File: config.mk
export PLATFORM = sky130hd
export DESIGN_NAME = param_shift_add_multiplier
export DESIGN_NICKNAME = d
export VERILOG_FILES = /design/src/rtl/param_shift_add_multiplier.sv
export SDC_FILE = /design/constraint.sdc
export NUM_CORES = 1
export LEC_CHECK = 0
export BUFFER_PORTS_ARGS = -buffer_cell sky130_fd_sc_hd__buf_2
export CORE_MARGIN = 3
export CORE_UTILIZATION = 35
export CTS_CLUSTER_DIAMETER = 200
export DETAILED_ROUTE_END_ITERATION = 8
export PLACE_DENSITY = 0.6
export SLEW_MARGIN = 20
export SYNTH_ARGS = -nofsm -noshare
export SYNTH_HDL_FRONTEND = slang
export SYNTH_SLANG_ARGS = --single-unit
File: constraint.sdc
create_clock -name Clk -period 5.25 [get_ports Clk]
set_input_delay 0.2625 -clock Clk [delete_from_list [all_inputs] [get_ports Clk]]
set_output_delay 0.2625 -clock Clk [all_outputs]
set_load 0.02 [all_outputs]
File: src/rtl/param_shift_add_multiplier.sv
// rtl/param_shift_add_multiplier.sv - WIDTH-bit add-shift multiplier, {X,A,B} product, Busy/Done handshake; define MULT_SIGNED_EN for the two's complement build
//
// Ports:
//   Clk          system clock
//   Reset        asynchronous active-low reset
//   Run          start request (level; a held Run starts only one multiply)
//   ClearA_LoadB clears X/A and loads B from S while idle
//   S            multiplicand / B load value
//   X            sign-extension bit (signed build) or carry bit (unsigned build)
//   Aval         register A, upper half of product
//   Bval         register B, lower half of product
//   Busy         high while a multiplication is in progress
//   Done         one-cycle pulse when the product is valid

module param_shift_add_multiplier #(
    parameter int WIDTH = 8
) (
    input  logic             Clk,
    input  logic             Reset,
    input  logic             Run,
    input  logic             ClearA_LoadB,
    input  logic [WIDTH-1:0] S,
    output logic             X,
    output logic [WIDTH-1:0] Aval,
    output logic [WIDTH-1:0] Bval,
    output logic             Busy,
    output logic             Done
);

    localparam int CW = $clog2(WIDTH + 1);

    typedef enum logic [2:0] {
        ST_IDLE,
        ST_ADD,
        ST_SHIFT,
        ST_DONE,
        ST_HOLD
    } state_t;

    state_t           state, state_next;
    logic [WIDTH-1:0] a_reg, a_next;
    logic [WIDTH-1:0] b_reg, b_next;
    logic [WIDTH-1:0] m_reg, m_next;
    logic             x_reg, x_next;
    logic [CW-1:0]    cnt, cnt_next;
    logic             busy_reg, busy_next;
    logic             done_reg, done_next;

    logic             last_step;
    logic [WIDTH:0]   add_a;
    logic [WIDTH:0]   add_m;
    logic [WIDTH:0]   sum;
    logic             x_fill;

    // cnt counts completed SHIFTs, so during the last ADD/SHIFT pair it
    // holds WIDTH-1 and B[0] carries the multiplier's top bit.
    assign last_step = (cnt == CW'(WIDTH - 1));

`ifdef MULT_SIGNED_EN
    // Two's complement: the multiplier's top bit weighs -2^(WIDTH-1),
    // so the last partial product is subtracted. The shift is arithmetic.
    assign add_a  = {a_reg[WIDTH-1], a_reg};
    assign add_m  = {m_reg[WIDTH-1], m_reg};
    assign sum    = last_step ? (add_a - add_m) : (add_a + add_m);
    assign x_fill = x_reg;
`else
    // Unsigned: X catches the carry-out and is consumed by the next shift.
    assign add_a  = {1'b0, a_reg};
    assign add_m  = {1'b0, m_reg};
    assign sum    = add_a + add_m;
    assign x_fill = 1'b0;
`endif

    always_ff @(posedge Clk or negedge Reset) begin
        if (!Reset) begin
            state    <= ST_IDLE;
            a_reg    <= '0;
            b_reg    <= '0;
            m_reg    <= '0;
            x_reg    <= 1'b0;
            cnt      <= '0;
            busy_reg <= 1'b0;
            done_reg <= 1'b0;
        end else begin
            state    <= state_next;
            a_reg    <= a_next;
            b_reg    <= b_next;
            m_reg    <= m_next;
            x_reg    <= x_next;
            cnt      <= cnt_next;
            busy_reg <= busy_next;
            done_reg <= done_next;
        end
    end

    always_comb begin
        state_next = state;
        a_next     = a_reg;
        b_next     = b_reg;
        m_next     = m_reg;
        x_next     = x_reg;
        cnt_next   = cnt;
        busy_next  = busy_reg;
        done_next  = 1'b0;

        case (state)
            ST_IDLE: begin
                if (Run) begin
                    // B is deliberately kept so repeated Runs chain-multiply.
                    m_next     = S;
                    a_next     = '0;
                    x_next     = 1'b0;
                    cnt_next   = '0;
                    busy_next  = 1'b1;
                    state_next = ST_ADD;
                end else if (ClearA_LoadB) begin
                    a_next = '0;
                    x_next = 1'b0;
                    b_next = S;
                end
            end

            ST_ADD: begin
                if (b_reg[0]) begin
                    {x_next, a_next} = sum;
                end
                state_next = ST_SHIFT;
            end

            ST_SHIFT: begin
                {x_next, a_next, b_next} = {x_fill, x_reg, a_reg, b_reg[WIDTH-1:1]};
                cnt_next   = cnt + CW'(1);
                state_next = last_step ? ST_DONE : ST_ADD;
            end

            ST_DONE: begin
                done_next  = 1'b1;
                busy_next  = 1'b0;
                state_next = ST_HOLD;
            end

            ST_HOLD: begin
                // Require Run to drop so a held button cannot retrigger.
                if (!Run) begin
                    state_next = ST_IDLE;
                end
            end

            default: begin
                state_next = ST_IDLE;
            end
        endcase
    end

    assign X    = x_reg;
    assign Aval = a_reg;
    assign Bval = b_reg;
    assign Busy = busy_reg;
    assign Done = done_reg;

endmodule

-- After elaboration in Yosys (flattened, before gate mapping)
Cells that the tools add are included.
- register bits after elaboration: 34
- word-level logic and storage cells: 51
- output and inout bits: 19
- add/subtract/negate cells: 2
- multiplexer cells: 20
- reduce and logical (&&, ||, !) cells: 10
- equality and inequality tests: 11
- operators with widths (kind ; count):
    2-to-1 mux 8 bit ; 5
    one-hot mux 8 bit (3 select lines) ; 1
    one-hot mux 8 bit (2 select lines) ; 1
    one-hot mux 3 bit (5 select lines) ; 1
    != test 2 bit, second input constant ; 5
    adder 8 x 8 -> 9 bit ; 1
    one-hot mux 4 bit (2 select lines) ; 1
    AND reduction 2 bit ; 4
    == test 3 x 2 -> 1 bit, second input constant ; 2
    2-to-1 mux 3 bit ; 2
    AND reduction 3 bit ; 2
    2-to-1 mux 1 bit ; 5
    adder 4 x 1 -> 4 bit, second input constant ; 1
    == test 4 x 3 -> 1 bit, second input constant ; 1
    2-to-1 mux 4 bit ; 1
    nonzero test 2 bit ; 2
    == test 3 x 1 -> 1 bit, second input constant ; 1
    == test 3 bit, second input constant ; 1
    zero test 3 bit ; 1
    != test 3 bit, second input constant ; 1
    one-hot mux 1 bit (3 select lines) ; 1
    nonzero test 3 bit ; 1
    2-to-1 mux 2 bit ; 1
    one-hot mux 1 bit (2 select lines) ; 1

-- Longest topological paths before layout
Gate-level depths: netlist of run 1.
- word-level depth: 3
- gate-level depth with buffers: 8
- depth with buffers taken out: 8

-- Worst setup path after synthesis of run 1
OpenSTA, ideal clock, no wires.
- path kind: register to register
- start point: register a_reg[0], in the netlist Aval[0]
- end point: register a_reg[6], in the netlist Aval[6]
- data arrival time: 1793 ps
- cell stages (with the launch flop): 9
- path slack: 3335 ps
- data required time: 5128 ps
- cells stage by stage: dfrtp_1 > ha_1 > inv_1 > fa_1 > nor2b_1 > o31ai_1 > a21oi_1 > mux2i_1 > nand2_1
- cells in the longest elaborated chain, start to end: 3
- ends and longest elaborated chain (item ; line ; text):
    from (decl) ; 41 ; logic [WIDTH-1:0] a_reg, a_next;
    from (signal assigned) ; 86 ; a_reg <= a_next;
    adder 8 x 8 -> 9 bit ; 70 ; assign sum = add_a + add_m;
    2-to-1 mux 8 bit ; 124 ; if (b_reg[0]) begin
    one-hot mux 8 bit (3 select lines) ; 106 ; case (state)
No other way between the ends. The select of a mux whose other input is x is not followed.
A chain may end at the register's enable or synchronous reset.

-- Worst setup path after layout of run 1
- start point: register state[1]
- end point: register b_reg[7], in the netlist Bval[7]
- cells in the longest elaborated chain, start to end: 3
- ends and longest elaborated chain (item ; line ; text):
    from (decl) ; 40 ; state_t state, state_next;
    from (signal assigned) ; 85 ; state <= state_next;
    == test 3 x 2 -> 1 bit / zero test 3 bit (equally long branches) ; 106 ;
    nonzero test 2 bit (no source line) / != test 2 bit (equally long branches) ; -- ;
    AND reduction 3 bit (no source line) ; -- ;
    to (signal assigned) ; 87 ; b_reg <= b_next;
    to (decl) ; 42 ; logic [WIDTH-1:0] b_reg, b_next;
Parallel ways exist; a longest one is shown, timed or not.

==> qor.yml, run 1 <==
run_status: "completed"
vias: 1436
crit_slowest_cell: "nor3b_2"
critPathTopFamily: "simple AND/OR/NAND/NOR gates"
cts_buffer_depth: 2
crit_required_ns: 5.37
power.density_nw_per_um2: 611
start_kind: "flop"
synthDistinctLibCells: 41
power.leakage_nw: 0.986
syn_nets: 199
syn_area_per_cell_um2: 10.4
grt_usage_pct: 13.8
post_cts_resized: 0
fin_setup_tns_ns: 0
drv_slew: 0
critPathMaxStageDelay_ns: 0.76
min_path_type: "in2async"
htreeDepth: 2
grt_pass1_vias: 1371
worstMarginPinSlew_ns: 0.991
finalSetupViolCount: 0
yosysWarnings: 0
io_pins: 31
drc: 0
crit_arrival_ns: 2.16
r2r_end: "Bval[7]"
wirelength_um: 4090
grt_remaining_overflow: 0
wl_per_cell_um: 14.9
period_share_pct: 38.9
cts-root-buf: "clkbuf_8"
ys_seq_area_share_pct: 46.3
drt_pass1_iterations: 4
whs_ns: 0.0528
grt_setup_unrepaired: "no"
fill_cells: 487
final_nets: 229
final_common_cell: "dfrtp_1"
ctsHoldBuffers: 0
synthesis.area_um2: 1840
antenna_cells: 0
num_rows: 25
path_buf_inv: 1
grt_pass1_wl_um: 6620
die_area_um2: 6160
reg2reg_setup_slack_ns: 3.21
grt_max_degree: 35
initial_core_util_pct: 37.4
max_freq_mhz: 489
seq_area_um2: 851
drtIter0Drc: 91
drv_cap: 0
cts_buffers: 5
hpwlAfterDp_um: 2910
coreArea_um2: 4910
portBuffers: 30
place_congestion: 0.767
vdd_ir_drop_max_mv: 0.268
syn_inst: 177
hold_violations: 0
crit_chain: "nor3b_2, buf_4, mux2i_1, o21ai_0"
die_h_um: 78.5
final_cell_mix: "dfrtp_1 (34), buf_2 (30), nand2_1 (20), o21ai_0 (19), nor2_1 (11)"
vias_per_cell: 5.22
clk_pin_slew_ns: 0.07
multi_input_area_um2: 912
crit_fanout: 11
die_w_um: 78.5
cts.sinks: 34
synth_async_sr_flop_share_pct: 100
period_needed_ns: 2.04
synth_ff_type: "dfrtp_1"
drive_above_1_share_pct: 25.5
area_growth_pct: 15.7
reg2reg_depth: 4
cts_tree: "yes"
post_cts_buffers: 0
crit_type: "reg2reg"
synth_edf_count: 0
ant_nets: 0
worstSkewPairLatency_ns: 0.28
end_kind: "flop"
ys_ff_latch: 34
worstReg2RegStart: "state[1]"
timing.slew.headroom_pct: 33.5
finClkSkew_ns: 0.00156
antenna_found_initial: 0
==> metal layers <==
metal	vias to the layer above	global-route usage, %	part of all wire [%]
met2	41	20.0	42
met5	-	0	0
li1	700	-	-
met3	9	3.21	4.7
met1	686	20.1	51
met4	0	4.37	2.0
==> metrics by stage <==
| step | power, W | cell area [um2] | std cells | worst slack [ns] | utilization, % |
|---|---|---|---|---|---|
| global placement | 0.00108 | 2020 | 267 | 3.16 | 41.2 |
| finish | 0.00130 | 2130 | 275 | 3.21 | 43.3 |
| detailed placement | 0.00109 | 2020 | 267 | 3.02 | 41.2 |
| global route | 0.00140 | 2130 | 275 | 3.01 | 43.3 |
| floorplan | 0.000939 | 1840 | 177 | 3.33 | - |
| CTS | 0.00130 | 2120 | 275 | 3.02 | 43.1 |
==> power by group <==
group	switching (W)	leakage (nW)	total, W	internal, W
clock network	0.000102	0.0472	0.000208	0.000106
logic	0.000366	0.506	0.000621	0.000255
registers	0.000103	0.433	0.000469	0.000366
==> worst max path at each step <==
stage / startpoint / end / cells after the start
2_1_floorplan: Aval[0] / Aval[6] / 8
5_1_grt: state[1] / Bval[5] / 4
6_report: state[1] / Bval[7] / 4
3_5_place_dp: state[2] / cnt[2] / 4
4_1_cts: state[2] / cnt[2] / 4
3_3_place_gp: state[2] / cnt[2] / 4
==> cell families (layout without fill, tap and decap cells) <==
logic type | after synthesis | after routing | synth area share (%)
and+or+nand+nor | 54 | 54 | 15.2
AOI/OAI and AO/OA | 46 | 46 | 16.3
DFF | 34 | 34 | 46.3
muxes | 17 | 17 | 9.73
buffers and inverters | 15 | 46 | 4.83
adders and majority gates | 10 | 10 | 7.22
xor gates and xnor gates | 1 | 1 | 0.477
==> cell type report <==
| class | count | area share, % |
|---|---|---|
| well taps | 67 | 3.94 |
| inverters | 7 | 1.24 |
| clock inverters | 2 | 0.589 |
| clock buffers | 6 | 3.88 |
| flip-flops and latches | 34 | 40.0 |
| repair buffers | 31 | 7.42 |
| multi-input cells | 128 | 42.9 |
==> synth_stat cells, types with 2 or more instances <==
cell | count | area [um2]
mux2_2 | 7 | 78.8
a21oi_1 | 5 | 25.0
nor2_1 | 11 | 41.3
a211oi_1 | 2 | 15.0
nor3b_1 | 2 | 15.0
mux2i_1 | 10 | 100
o21ai_1 | 3 | 15.0
buf_2 | 2 | 10.0
o31ai_1 | 3 | 22.5
nand3_1 | 2 | 10.0
a22oi_1 | 3 | 22.5
buf_4 | 2 | 15.0
a221o_1 | 2 | 20.0
ha_1 | 9 | 113
buf_6 | 3 | 33.8
nor3_1 | 8 | 40.0
inv_1 | 7 | 26.3
nand2_1 | 20 | 75.1
nor2b_1 | 3 | 18.8
o21ai_0 | 19 | 95.1
dfrtp_1 | 34 | 851
==> worst register-to-register path: stages, from the launching register on <==
cell     delay, ns
dfrtp_1       0.53
nor3b_2       0.77
buf_4         0.31
mux2i_1       0.18
o21ai_0       0.09
Power figures use the tool's default switching activity.
==> run 2, diff against run 1 <==
--- a/config.mk
+++ b/config.mk
@@ -10,7 +10,7 @@
 export CORE_UTILIZATION = 35
 export CTS_CLUSTER_DIAMETER = 200
 export DETAILED_ROUTE_END_ITERATION = 8
-export PLACE_DENSITY = 0.6
+export PLACE_DENSITY = 0.62
 export SLEW_MARGIN = 20
 export SYNTH_ARGS = -nofsm -noshare
 export SYNTH_HDL_FRONTEND = slang
==> constraint.sdc (replaced) <==
create_clock -name Clk -period 1.65 [get_ports Clk]
set_input_delay 0.0825 -clock Clk [delete_from_list [all_inputs] [get_ports Clk]]
set_output_delay 0.0825 -clock Clk [all_outputs]
set_load 0.02 [all_outputs]
==> run 2 against run 1 <==
- the flow now finishes with violations (negative setup slack)
- total power grew to 3.6 times the previous value
- flip-flop and latch count unchanged
- utilization up 5.3 points
- critical path type unchanged
==> qor.yml, run 2 (synthesized netlist as in run 1, its figures left out) <==
run_status: "finished with violations"
violations: "negative setup slack"
grt_usage_pct: 14.7  # +0.90 points
portBuffers: 30  # unchanged
p_switching_w: 0.00198  # +250%
grt_pass1_wl_um: 7140  # +7.8%
hold_violations: 0  # unchanged
finalSetupViolCount: 1  # +1
max_freq_mhz: 584  # +19%
place_congestion: 0.827  # +7.8%
combPwrFrac_pct: 54.2  # +6.3 points
cts_buffer_depth: 2  # unchanged
reg2reg_depth: 8  # +4
seq_area_um2: 857  # +0.74%
antenna_cells: 0  # unchanged
place_area_um2: 2220  # +9.7%
finClkSkew_ns: 0.00299  # +0.00143 ns
io_pins: 31  # unchanged
die_w_um: 78.5  # unchanged
final_cell_mix: "buf_2 (30), dfrtp_1 (29), nand2_1 (20), buf_4 (19), o21ai_0 (12)"
num_rows: 25  # unchanged
final_nets: 250  # +9.2%
area_growth_pct: 29.8
ant_nets: 0  # unchanged
switching_share_pct: 42.4  # -1.6 points
crit_fanout: 3  # -8
worstHoldEndpoint: "m_reg[6]"
clk_pin_slew_ns: 0.07  # about the same
die_h_um: 78.5  # unchanged
intPower_w: 0.00270  # +270%
vdd_ir_drop_max_mv: 0.817  # +200%
worstSkewPairLatency_ns: 0.28  # about the same
wirelength_um: 4250  # +4.1%
cts_tree: "yes"
worstReg2RegStart: "m_reg[0]"
drt_pass1_iterations: 4  # unchanged
grt_pass1_vias: 1426  # +4.0%
hpwlAfterDp_um: 3150  # +8.4%
hp-start: "S[6]"
period_share_pct: 104  # +65 points
die_area_um2: 6160  # unchanged
r2r_end: "Aval[6]"
cts.sinks: 34  # unchanged
vias_per_cell: 4.96  # -5.0%
finalWorstSetupSlack_ns: -0.0610  # -3.27 ns
start_kind: "flop"
end_kind: "flop"
sequentialPowerShare_pct: 32.1  # -4.1 points
post-route-util_pct: 48.6  # +5.3 points
cts-root-buf: "clkbuf_8"
grt_max_degree: 35  # unchanged
grt_setup_unrepaired: "yes"
final_cell_area_um2: 2390  # +12%
drv_cap: 0  # unchanged
min_path_type: "in2reg"
antenna_found_initial: 0  # unchanged
coreArea_um2: 4910  # unchanged
crit_required_ns: 1.82  # -3.55 ns
drc: 0  # unchanged
drive_above_1_share_pct: 40.2  # +15 points
grt_remaining_overflow: 0  # unchanged
drv_slew: 0  # unchanged
htreeDepth: 2  # unchanged
cts_buffers: 5  # unchanged
crit_type: "reg2reg"
vias: 1468  # +2.2%
power.density_nw_per_um2: 1960  # +220%
drtIter0Drc: 88  # -3.3%
whs_ns: 0.0462  # -0.00663 ns
clockPowerShare_pct: 13.7  # -2.3 points
crit_arrival_ns: 1.88  # -0.28 ns
fill_cells: 506  # +3.9%
initial_core_util_pct: 37.4  # unchanged
multi_input_area_um2: 993  # +8.9%
hold_depth: 2
reg2reg_setup_slack_ns: -0.06  # -3.27 ns
power.leakage_nw: 1.09  # +10%
fin_setup_tns_ns: -0.0610  # -0.0610 ns
timing.slew.headroom_pct: 62.1  # +29 points
period_needed_ns: 1.71  # -0.332 ns
final_common_cell: "buf_2"
worstMarginPinSlew_ns: 0.568  # -0.422 ns
wl_per_cell_um: 14.4  # -3.3%
run 2: layer usage:
layer / share of wire (%) / GRT usage (%) / vias to the layer above
li1: - / - / 738
met1: 50 / 20.9 / 699
met4: 0.85 / 3.15 / 0
met5: 0 / 0 / -
met2: 46 / 22.6 / 25
met3: 3.6 / 3.67 / 6
run 2: what timing repair did:
item                                    in CTS  in global routing
hold buffers                                 1                  0
resized for setup                            5                 17
pin swaps                                    7                  5
hold endpoints to repair                    34                  0
setup buffers                                0                  1
gates cloned                                 0                  1
endpoints found under the setup margin       6                 15
run 2: metrics by stage:
step	power (W)	setup slack, ns	cells
final	0.00468	-0.0610	296
after floorplan	0.00307	-0.115	177
after detailed placement	0.00389	-0.140	285
after global routing	0.00506	-0.156	296
after global placement	0.00382	-0.0907	285
after CTS	0.00460	-0.0745	294
run 2: power by group through the flow:
stage / clock [W] / sequential, W / combinational, W
2_1_floorplan: 0 / 0.00161 / 0.00146
6_report: 0.000643 / 0.00150 / 0.00254
5_1_grt: 0.000692 / 0.00155 / 0.00282
3_3_place_gp: 0 / 0.00149 / 0.00233
4_1_cts: 0.000655 / 0.00149 / 0.00245
3_5_place_dp: 0 / 0.00151 / 0.00238
run 2: cell type report:
class	instances	share of cell area [%]
Multi-Input combinational cell	128	41.6
Sequential cell	34	35.9
Timing Repair Buffer	52	14.0
Clock buffer	7	3.62
Tap cell	67	3.51
Inverter	7	1.10
Clock inverter	1	0.210
run 2: worst max-delay path by stage:
| stage | start | end | slack [ns] |
|---|---|---|---|
| 2_1_floorplan | Aval[0] | Aval[6] | -0.11 |
| 6_report | m_reg[0] | Aval[6] | -0.06 |
| 3_3_place_gp | m_reg[0] | Aval[6] | -0.09 |
| 3_5_place_dp | m_reg[0] | Aval[6] | -0.14 |
| 5_1_grt | m_reg[0] | Aval[6] | -0.16 |
| 4_1_cts | Aval[0] | Aval[6] | -0.07 |
run 2: worst max-delay path, cell delays in order, from the launching register on:
cell and delay, ns:
dfrtp_1 0.39, ha_4 0.17, inv_2 0.04, fa_2 0.33, nor2b_2 0.15, o31ai_2 0.09, a21oi_2 0.18, mux2i_1 0.19
nand2_1 0.06
